**config.mk**
```make
export PLATFORM = sky130hd
export DESIGN_NAME = icache_assoc_flat
export DESIGN_NICKNAME = d
export VERILOG_FILES = /design/src/rtl/icache_assoc_if.sv /design/src/rtl/icache_assoc.sv /design/src/flat_wrapper.sv
export SDC_FILE = /design/constraint.sdc
export NUM_CORES = 2
export LEC_CHECK = 0
export ABC_AREA = 0
export CAP_MARGIN = 20
export CORE_MARGIN = 1
export CORE_UTILIZATION = 55
export CTS_CLUSTER_SIZE = 24
export DETAILED_ROUTE_END_ITERATION = 16
export GPL_ROUTABILITY_DRIVEN = 0
export PLACE_DENSITY = 0.72
export SLEW_MARGIN = 40
export SYNTH_ARGS = -nofsm -noshare
export SYNTH_HDL_FRONTEND = slang
export SYNTH_SLANG_ARGS = --single-unit
```
**constraint.sdc**
```tcl
create_clock -name CLK -period 6 [get_ports CLK]
set_input_delay 0.9 -clock CLK [delete_from_list [all_inputs] [get_ports CLK]]
set_output_delay 0.9 -clock CLK [all_outputs]
set_load 0.005 [all_outputs]
```
**src/rtl/icache_assoc_if.sv**
```systemverilog
// Fetch-side and refill-side signal bundle of the instruction cache.
// slave is the cache end; master is the datapath/memory end.
interface icache_assoc_if;
  logic        imemREN;
  logic [31:0] imemaddr;
  logic        dmemREN;
  logic        dmemWEN;
  logic        halt;
  logic        ihit;
  logic [31:0] imemload;
  logic        iREN;
  logic [31:0] iaddr;
  logic        iwait;
  logic [31:0] iload;

  modport slave (
    input  imemREN, imemaddr, dmemREN, dmemWEN, halt, iwait, iload,
    output ihit, imemload, iREN, iaddr
  );

  modport master (
    output imemREN, imemaddr, dmemREN, dmemWEN, halt, iwait, iload,
    input  ihit, imemload, iREN, iaddr
  );
endinterface

```
**src/rtl/icache_assoc.sv**
```systemverilog
// Set-associative read-only instruction cache with word-by-word block refill.
// Define ICACHE_PERF_EN to add the hit_count / miss_count performance counters.
module icache_assoc #(
  parameter int unsigned WAYS     = 2,
  parameter int unsigned SETS     = 8,
  parameter int unsigned BLKWORDS = 2
) (
  input  logic          CLK,
  input  logic          RST,
  icache_assoc_if.slave bus
`ifdef ICACHE_PERF_EN
  ,
  output logic [31:0]   hit_count,
  output logic [31:0]   miss_count
`endif
);
  localparam int unsigned WOFF = $clog2(BLKWORDS);
  localparam int unsigned WB   = (BLKWORDS > 1) ? WOFF : 1;
  localparam int unsigned IB   = $clog2(SETS);
  localparam int unsigned TAGW = 30 - WOFF - IB;
  localparam int unsigned VB   = (WAYS > 1) ? $clog2(WAYS) : 1;

  typedef enum logic {StIdle, StFill} state_e;
  state_e state_q, state_d;

  logic            valid_q  [WAYS][SETS];
  logic [TAGW-1:0] tag_q    [WAYS][SETS];
  logic [31:0]     data_q   [WAYS][SETS][BLKWORDS];
  logic [VB-1:0]   victim_q [SETS];

  logic [TAGW-1:0] fill_tag_q;
  logic [IB-1:0]   fill_idx_q;
  logic [VB-1:0]   fill_way_q;
  logic            fill_full_q;
  logic [WB-1:0]   cnt_q;

  logic [TAGW-1:0] req_tag;
  logic [IB-1:0]   req_idx;
  logic [WB-1:0]   req_word;
  logic            active, hit, all_valid, accept, last, start_fill;
  logic [VB-1:0]   hit_way, vict_way;
  logic [31:0]     fill_base;
  logic            unused_addr;

  assign req_tag     = bus.imemaddr[31 -: TAGW];
  assign req_idx     = bus.imemaddr[2 + WOFF +: IB];
  assign req_word    = (BLKWORDS > 1) ? bus.imemaddr[2 +: WB] : '0;
  assign unused_addr = ^bus.imemaddr[1:0];

  assign active = bus.imemREN & ~bus.dmemREN & ~bus.dmemWEN & ~bus.halt & ~RST &
                  (state_q == StIdle);
  assign fill_base  = {fill_tag_q, fill_idx_q, {(WOFF + 2){1'b0}}};
  assign accept     = bus.iREN & ~bus.iwait;
  assign last       = (cnt_q == WB'(BLKWORDS - 1));
  assign start_fill = (state_q == StIdle) && (state_d == StFill);

  // Descending scan so the lowest-numbered invalid way wins as victim.
  always_comb begin
    hit       = 1'b0;
    hit_way   = '0;
    all_valid = 1'b1;
    vict_way  = victim_q[req_idx];
    for (int w = int'(WAYS) - 1; w >= 0; w--) begin
      if (!valid_q[w][req_idx]) begin
        all_valid = 1'b0;
        vict_way  = VB'(w);
      end
      if (valid_q[w][req_idx] && (tag_q[w][req_idx] == req_tag)) begin
        hit     = 1'b1;
        hit_way = VB'(w);
      end
    end
  end

  always_ff @(posedge CLK) begin
    if (RST) state_q <= StIdle;
    else     state_q <= state_d;
  end

  always_comb begin
    state_d = state_q;
    unique case (state_q)
      StIdle:  if (active && !hit) state_d = StFill;
      StFill:  if (bus.halt || (accept && last)) state_d = StIdle;
      default: state_d = StIdle;
    endcase
  end

  always_comb begin
    bus.ihit     = 1'b0;
    bus.imemload = '0;
    bus.iREN     = 1'b0;
    bus.iaddr    = '0;
    if (active && hit) begin
      bus.ihit     = 1'b1;
      bus.imemload = data_q[hit_way][req_idx][req_word];
    end
    // Refill yields the bus to data accesses and stops at once on halt or reset.
    if ((state_q == StFill) && !RST && !bus.dmemREN && !bus.dmemWEN && !bus.halt) begin
      bus.iREN  = 1'b1;
      bus.iaddr = fill_base | (32'(cnt_q) << 2);
    end
  end

  always_ff @(posedge CLK) begin
    if (RST) begin
      for (int w = 0; w < int'(WAYS); w++) begin
        for (int s = 0; s < int'(SETS); s++) begin
          valid_q[w][s] <= 1'b0;
          tag_q[w][s]   <= '0;
          for (int b = 0; b < int'(BLKWORDS); b++) data_q[w][s][b] <= '0;
        end
      end
      for (int s = 0; s < int'(SETS); s++) victim_q[s] <= '0;
      fill_tag_q  <= '0;
      fill_idx_q  <= '0;
      fill_way_q  <= '0;
      fill_full_q <= 1'b0;
      cnt_q       <= '0;
    end else begin
      if (start_fill) begin
        fill_tag_q  <= req_tag;
        fill_idx_q  <= req_idx;
        fill_way_q  <= vict_way;
        fill_full_q <= all_valid;
        cnt_q       <= '0;
      end
      if (accept) begin
        data_q[fill_way_q][fill_idx_q][cnt_q] <= bus.iload;
        cnt_q <= cnt_q + 1'b1;
        if (last) begin
          tag_q[fill_way_q][fill_idx_q]   <= fill_tag_q;
          valid_q[fill_way_q][fill_idx_q] <= 1'b1;
          // Pointer only rotates when a valid line was actually displaced.
          if (fill_full_q) begin
            victim_q[fill_idx_q] <= (WAYS > 1) ? victim_q[fill_idx_q] + 1'b1 : '0;
          end
        end
      end
    end
  end

`ifdef ICACHE_PERF_EN
  always_ff @(posedge CLK) begin
    if (RST) begin
      hit_count  <= '0;
      miss_count <= '0;
    end else begin
      if (bus.ihit)  hit_count  <= hit_count + 32'd1;
      if (start_fill) miss_count <= miss_count + 32'd1;
    end
  end
`endif
endmodule

```
**src/flat_wrapper.sv**
```systemverilog
// flat-port wrapper written by rule: the top's interface ports become plain ports
module icache_assoc_flat 
#(
  parameter int unsigned WAYS     = 2,
  parameter int unsigned SETS     = 8,
  parameter int unsigned BLKWORDS = 2
)
  (CLK, RST, bus_imemREN, bus_imemaddr, bus_dmemREN, bus_dmemWEN, bus_halt, bus_iwait, bus_iload, bus_ihit, bus_imemload, bus_iREN, bus_iaddr);
  icache_assoc_if bus_i ();
  input  logic CLK;
  input  logic RST;
  input wire logic [$bits(bus_i.imemREN)-1:0] bus_imemREN;
  input wire logic [$bits(bus_i.imemaddr)-1:0] bus_imemaddr;
  input wire logic [$bits(bus_i.dmemREN)-1:0] bus_dmemREN;
  input wire logic [$bits(bus_i.dmemWEN)-1:0] bus_dmemWEN;
  input wire logic [$bits(bus_i.halt)-1:0] bus_halt;
  input wire logic [$bits(bus_i.iwait)-1:0] bus_iwait;
  input wire logic [$bits(bus_i.iload)-1:0] bus_iload;
  output wire logic [$bits(bus_i.ihit)-1:0] bus_ihit;
  output wire logic [$bits(bus_i.imemload)-1:0] bus_imemload;
  output wire logic [$bits(bus_i.iREN)-1:0] bus_iREN;
  output wire logic [$bits(bus_i.iaddr)-1:0] bus_iaddr;
  assign bus_i.imemREN = bus_imemREN;
  assign bus_i.imemaddr = bus_imemaddr;
  assign bus_i.dmemREN = bus_dmemREN;
  assign bus_i.dmemWEN = bus_dmemWEN;
  assign bus_i.halt = bus_halt;
  assign bus_i.iwait = bus_iwait;
  assign bus_i.iload = bus_iload;
  assign bus_ihit = bus_i.ihit;
  assign bus_imemload = bus_i.imemload;
  assign bus_iREN = bus_i.iREN;
  assign bus_iaddr = bus_i.iaddr;
  icache_assoc #(.WAYS(WAYS), .SETS(SETS), .BLKWORDS(BLKWORDS)) u_core (.CLK(CLK), .RST(RST), .bus(bus_i));
endmodule
```
==> results.md <==
- Sw Pwr: about 0.005 W
- CTS tree: done
- Count of nets left with antenna violations after detail routing: 0
- Y dimension of the die: 346 um
- CTS clk-pin slew, worst paths: 0.06 ns
- Average wire length per cell after detail routing: 32.4 um
- Cell-internal power: 0.0175 W
- Aggregate global routing overflow: 0
- Full die area: roughly 120000 um2
- Synth area leaders: sky130_fd_sc_hd__edfxtp_1, sky130_fd_sc_hd__and2_1, sky130_fd_sc_hd__mux4_2, sky130_fd_sc_hd__mux2i_1, sky130_fd_sc_hd__nand3_1
- Number of clock sinks seen by CTS: 1500
- Relative slew slack: 0.365
- Worst EP arrival: 5.27 ns
- Total detailed-routing wirelength: 214000 um
- First-pass detailed-route iteration total: 7
- Starting DRT DRC Count: 7307
- Maximum number of pins on one net before global-route repair: 59
- Flops & latches, synth: 1500
- Core Rows: 125
- Sequential share of the synthesized area: 0.686
- Achievable frequency: 162 MHz
- Share of total power in the clock network: 0.407
- Maximum root-to-sink buffer count: 3
- Maximum fanout encountered on the critical timing path: 11
- Leading cell types in the layout, fill and taps excluded: sky130_fd_sc_hd__edfxtp_1, sky130_fd_sc_hd__and2_1, sky130_fd_sc_hd__buf_4
- Core Region: 117000 um2
- Post-detail-place hpwl: around 130000 um
- Clock latency at the later pin of the worst-skew pair: between 0.7 and 0.8 ns
- Share of the synthesized area in the top cell type: 0.675
- Total routing resource utilization after global routing: 0.352
- Leakage component of the power: 27.9 nW
- Nets: roughly 5000
- Switching Share: 0.222
- Clk Tree Root Cell: sky130_fd_sc_hd__clkbuf_16
- Count of input and output buffers: 132
- Unrepaired setup endpoints after global routing: true
- CTS Hold Buffers Added: 0
- Fraction of layout instances using a drive strength above 1: 0.208
- DRC violation count after routing: 0
- Number of buffers created by CTS: 151
- Synth Flop Type: sky130_fd_sc_hd__edfxtp_1
- Period Utilization, post-route: 1.03
- Element type at the critical path end: primary output
- Sequential group share of total power: 0.530
- Max Clock Skew: 0.0257 ns
- Layout area overhead: 18.8%
- Footprint of the multi-input gates: 19300 um2
- FF+latch area: around 45000 um2
- Final hold violations: 0
- Pwr/cell area: a little under 300 nW/um2
- Outcome: finished, violations left
- Setup crit start kind: input port
- Violations in the final reports: setup timing
- Number of max-cap violations: 0
- Worst slew pin tran: 0.952 ns
- Die width: roughly 350 um
- Part of the total power dissipated in combinational logic: 0.063
- Vias: approximately 44000
- I/O pin cnt: 137
- Filler cell count in the final layout: 7915
- Number of library cell types mapped by synthesis: a little under 60
- Gate count of the mapped netlist: 4545
- Via count of the first global-routing pass: 42700
- Required time of the critical path: 5.10 ns
- H-tree Lvls: 4
- Pre-CTS worst setup slack: -0.673 ns
- Initial antenna violation count: 16
- Post-synth ARST share: 0
- Number of enable flip-flop cells after synthesis: 1464
- First-pass GRT wire length: between 300000 and 400000 um
- Final Max Tran Viols: 0
- Class of the tightest hold or removal check: reg -> reg
- Vias per inst: approximately 6.7
- Endpoints failing setup: 8
- Avg Synthesized Cell Area: 14.3 um2
- IR Drop Worst-Case VDD: 0.000329 V
- Initial Util: 0.558
- Yosys warning total: 0
- Leading cell type in the layout, fill and taps excluded: sky130_fd_sc_hd__edfxtp_1
- Post-route setup slack: -0.175 ns
- Total standard cell area after synthesis: about 65000 um2
- TNS Setup: -0.569 ns
- Shortest period the worst path allows: roughly 6 ns
- Cell type contributing the most total cell area after synthesis: sky130_fd_sc_hd__edfxtp_1
- Crit Path Class: in -> out
Yosys cell counts (all sizes together), types with 63 or more instances:
master	count
a211oi	120
a21boi	113
a32o	64
a32oi	63
and2	673
buf	96
clkbuf	269
edfxtp	1464
inv	138
mux2i	159
mux4	126
nand2	242
nand3	205
nor2	218
o211ai	68
o21ai	74
per-layer routing:
metal  up-vias  global-route usage  part of all wire
met4        18               0.148             0.046
li1      17900                   -                 -
met2      3761               0.516              0.44
met1     22000               0.492              0.36
met3       635               0.102              0.16
met5         -             0.00960           0.00058
final cells by class:
class,instances,share of cell area
Inverter,138,0.00669
Tap cell,1524,0.0246
Multi-Input combinational cell,2543,0.250
Clock inverter,70,0.00679
Clock buffer,201,0.0542
Antenna cell,7,0.000226
Sequential cell,1500,0.577
Timing Repair Buffer,619,0.0806
sequential cells by signal, summed over array words and instances, names as in the netlist, 3 cells and up, named ones only:
register,count
u_core.data_q,1024
u_core.fill_idx_q,3
u_core.fill_tag_q,26
u_core.tag_q,416
u_core.valid_q,16
u_core.victim_q,8
through the flow:
stage          hold WS [ns]  power [W]  cell area (um2)  std cells   util
2_1_floorplan         0.464     0.0128            65200       4546      -
3_3_place_gp          0.479     0.0134            71200       6274  0.609
3_5_place_dp          0.486     0.0134            71300       6278  0.610
4_1_cts               0.496     0.0224            76900       6573  0.658
5_1_grt               0.515     0.0229            77400       6599  0.663
6_report              0.501     0.0225            77400       6602  0.663
worst max-delay path, cell delays in order:
cell and delay (ns):
sky130_fd_sc_hd__buf_16 0.16, sky130_fd_sc_hd__buf_6 0.15, sky130_fd_sc_hd__mux4_2 0.53, sky130_fd_sc_hd__mux2i_4 0.21
sky130_fd_sc_hd__xnor2_2 0.13, sky130_fd_sc_hd__a211oi_2 0.24, sky130_fd_sc_hd__and4b_1 0.24, sky130_fd_sc_hd__or4b_4 0.60
sky130_fd_sc_hd__and2_4 0.29, sky130_fd_sc_hd__buf_4 0.21, sky130_fd_sc_hd__buf_4 0.15, sky130_fd_sc_hd__mux4_2 0.43
sky130_fd_sc_hd__a32oi_2 0.24, sky130_fd_sc_hd__o32ai_1 0.12, sky130_fd_sc_hd__buf_4 0.18, sky130_fd_sc_hd__clkdlybuf4s50_1 0.45
power by group through the flow:
stage          sequential [W]  combinational, W  clock [W]
2_1_floorplan          0.0121          0.000652          0
3_3_place_gp           0.0121           0.00128          0
3_5_place_dp           0.0121           0.00130          0
4_1_cts                0.0119           0.00136    0.00914
5_1_grt                0.0119           0.00146    0.00953
6_report               0.0119           0.00142    0.00916
worst paths after layout:
path	start	slack, ns	cells after the start	end
setup / recovery	bus_imemaddr[4]	-0.17	16	bus_imemload[25]
hold / removal	u_core.cnt_q	0.50	2	u_core.cnt_q
setup reg to reg	u_core.tag_q[0][125]	2.25	12	u_core.fill_full_q
hold reg to reg	u_core.cnt_q	0.50	2	u_core.cnt_q
timing repair:
item	in CTS	in global routing
gates cloned	5	3
endpoints found under the setup margin	32	28
gates resized for setup	131	98
setup buffers	19	20
pin swaps	28	34
logic make-up (layout without fill, tap and decap cells):
kind of cell    Yosys count  count (layout)  share of synthesized area
xor+xnor                 25              25                    0.00336
mux                     328             328                     0.0754
buf+inv                 503            1028                     0.0329
flops                  1500            1500                      0.686
compound gates          675             675                     0.0779
simple gates           1513            1513                      0.125
other cells               1               9                  0.0000576
Power figures use the tool's default switching activity.
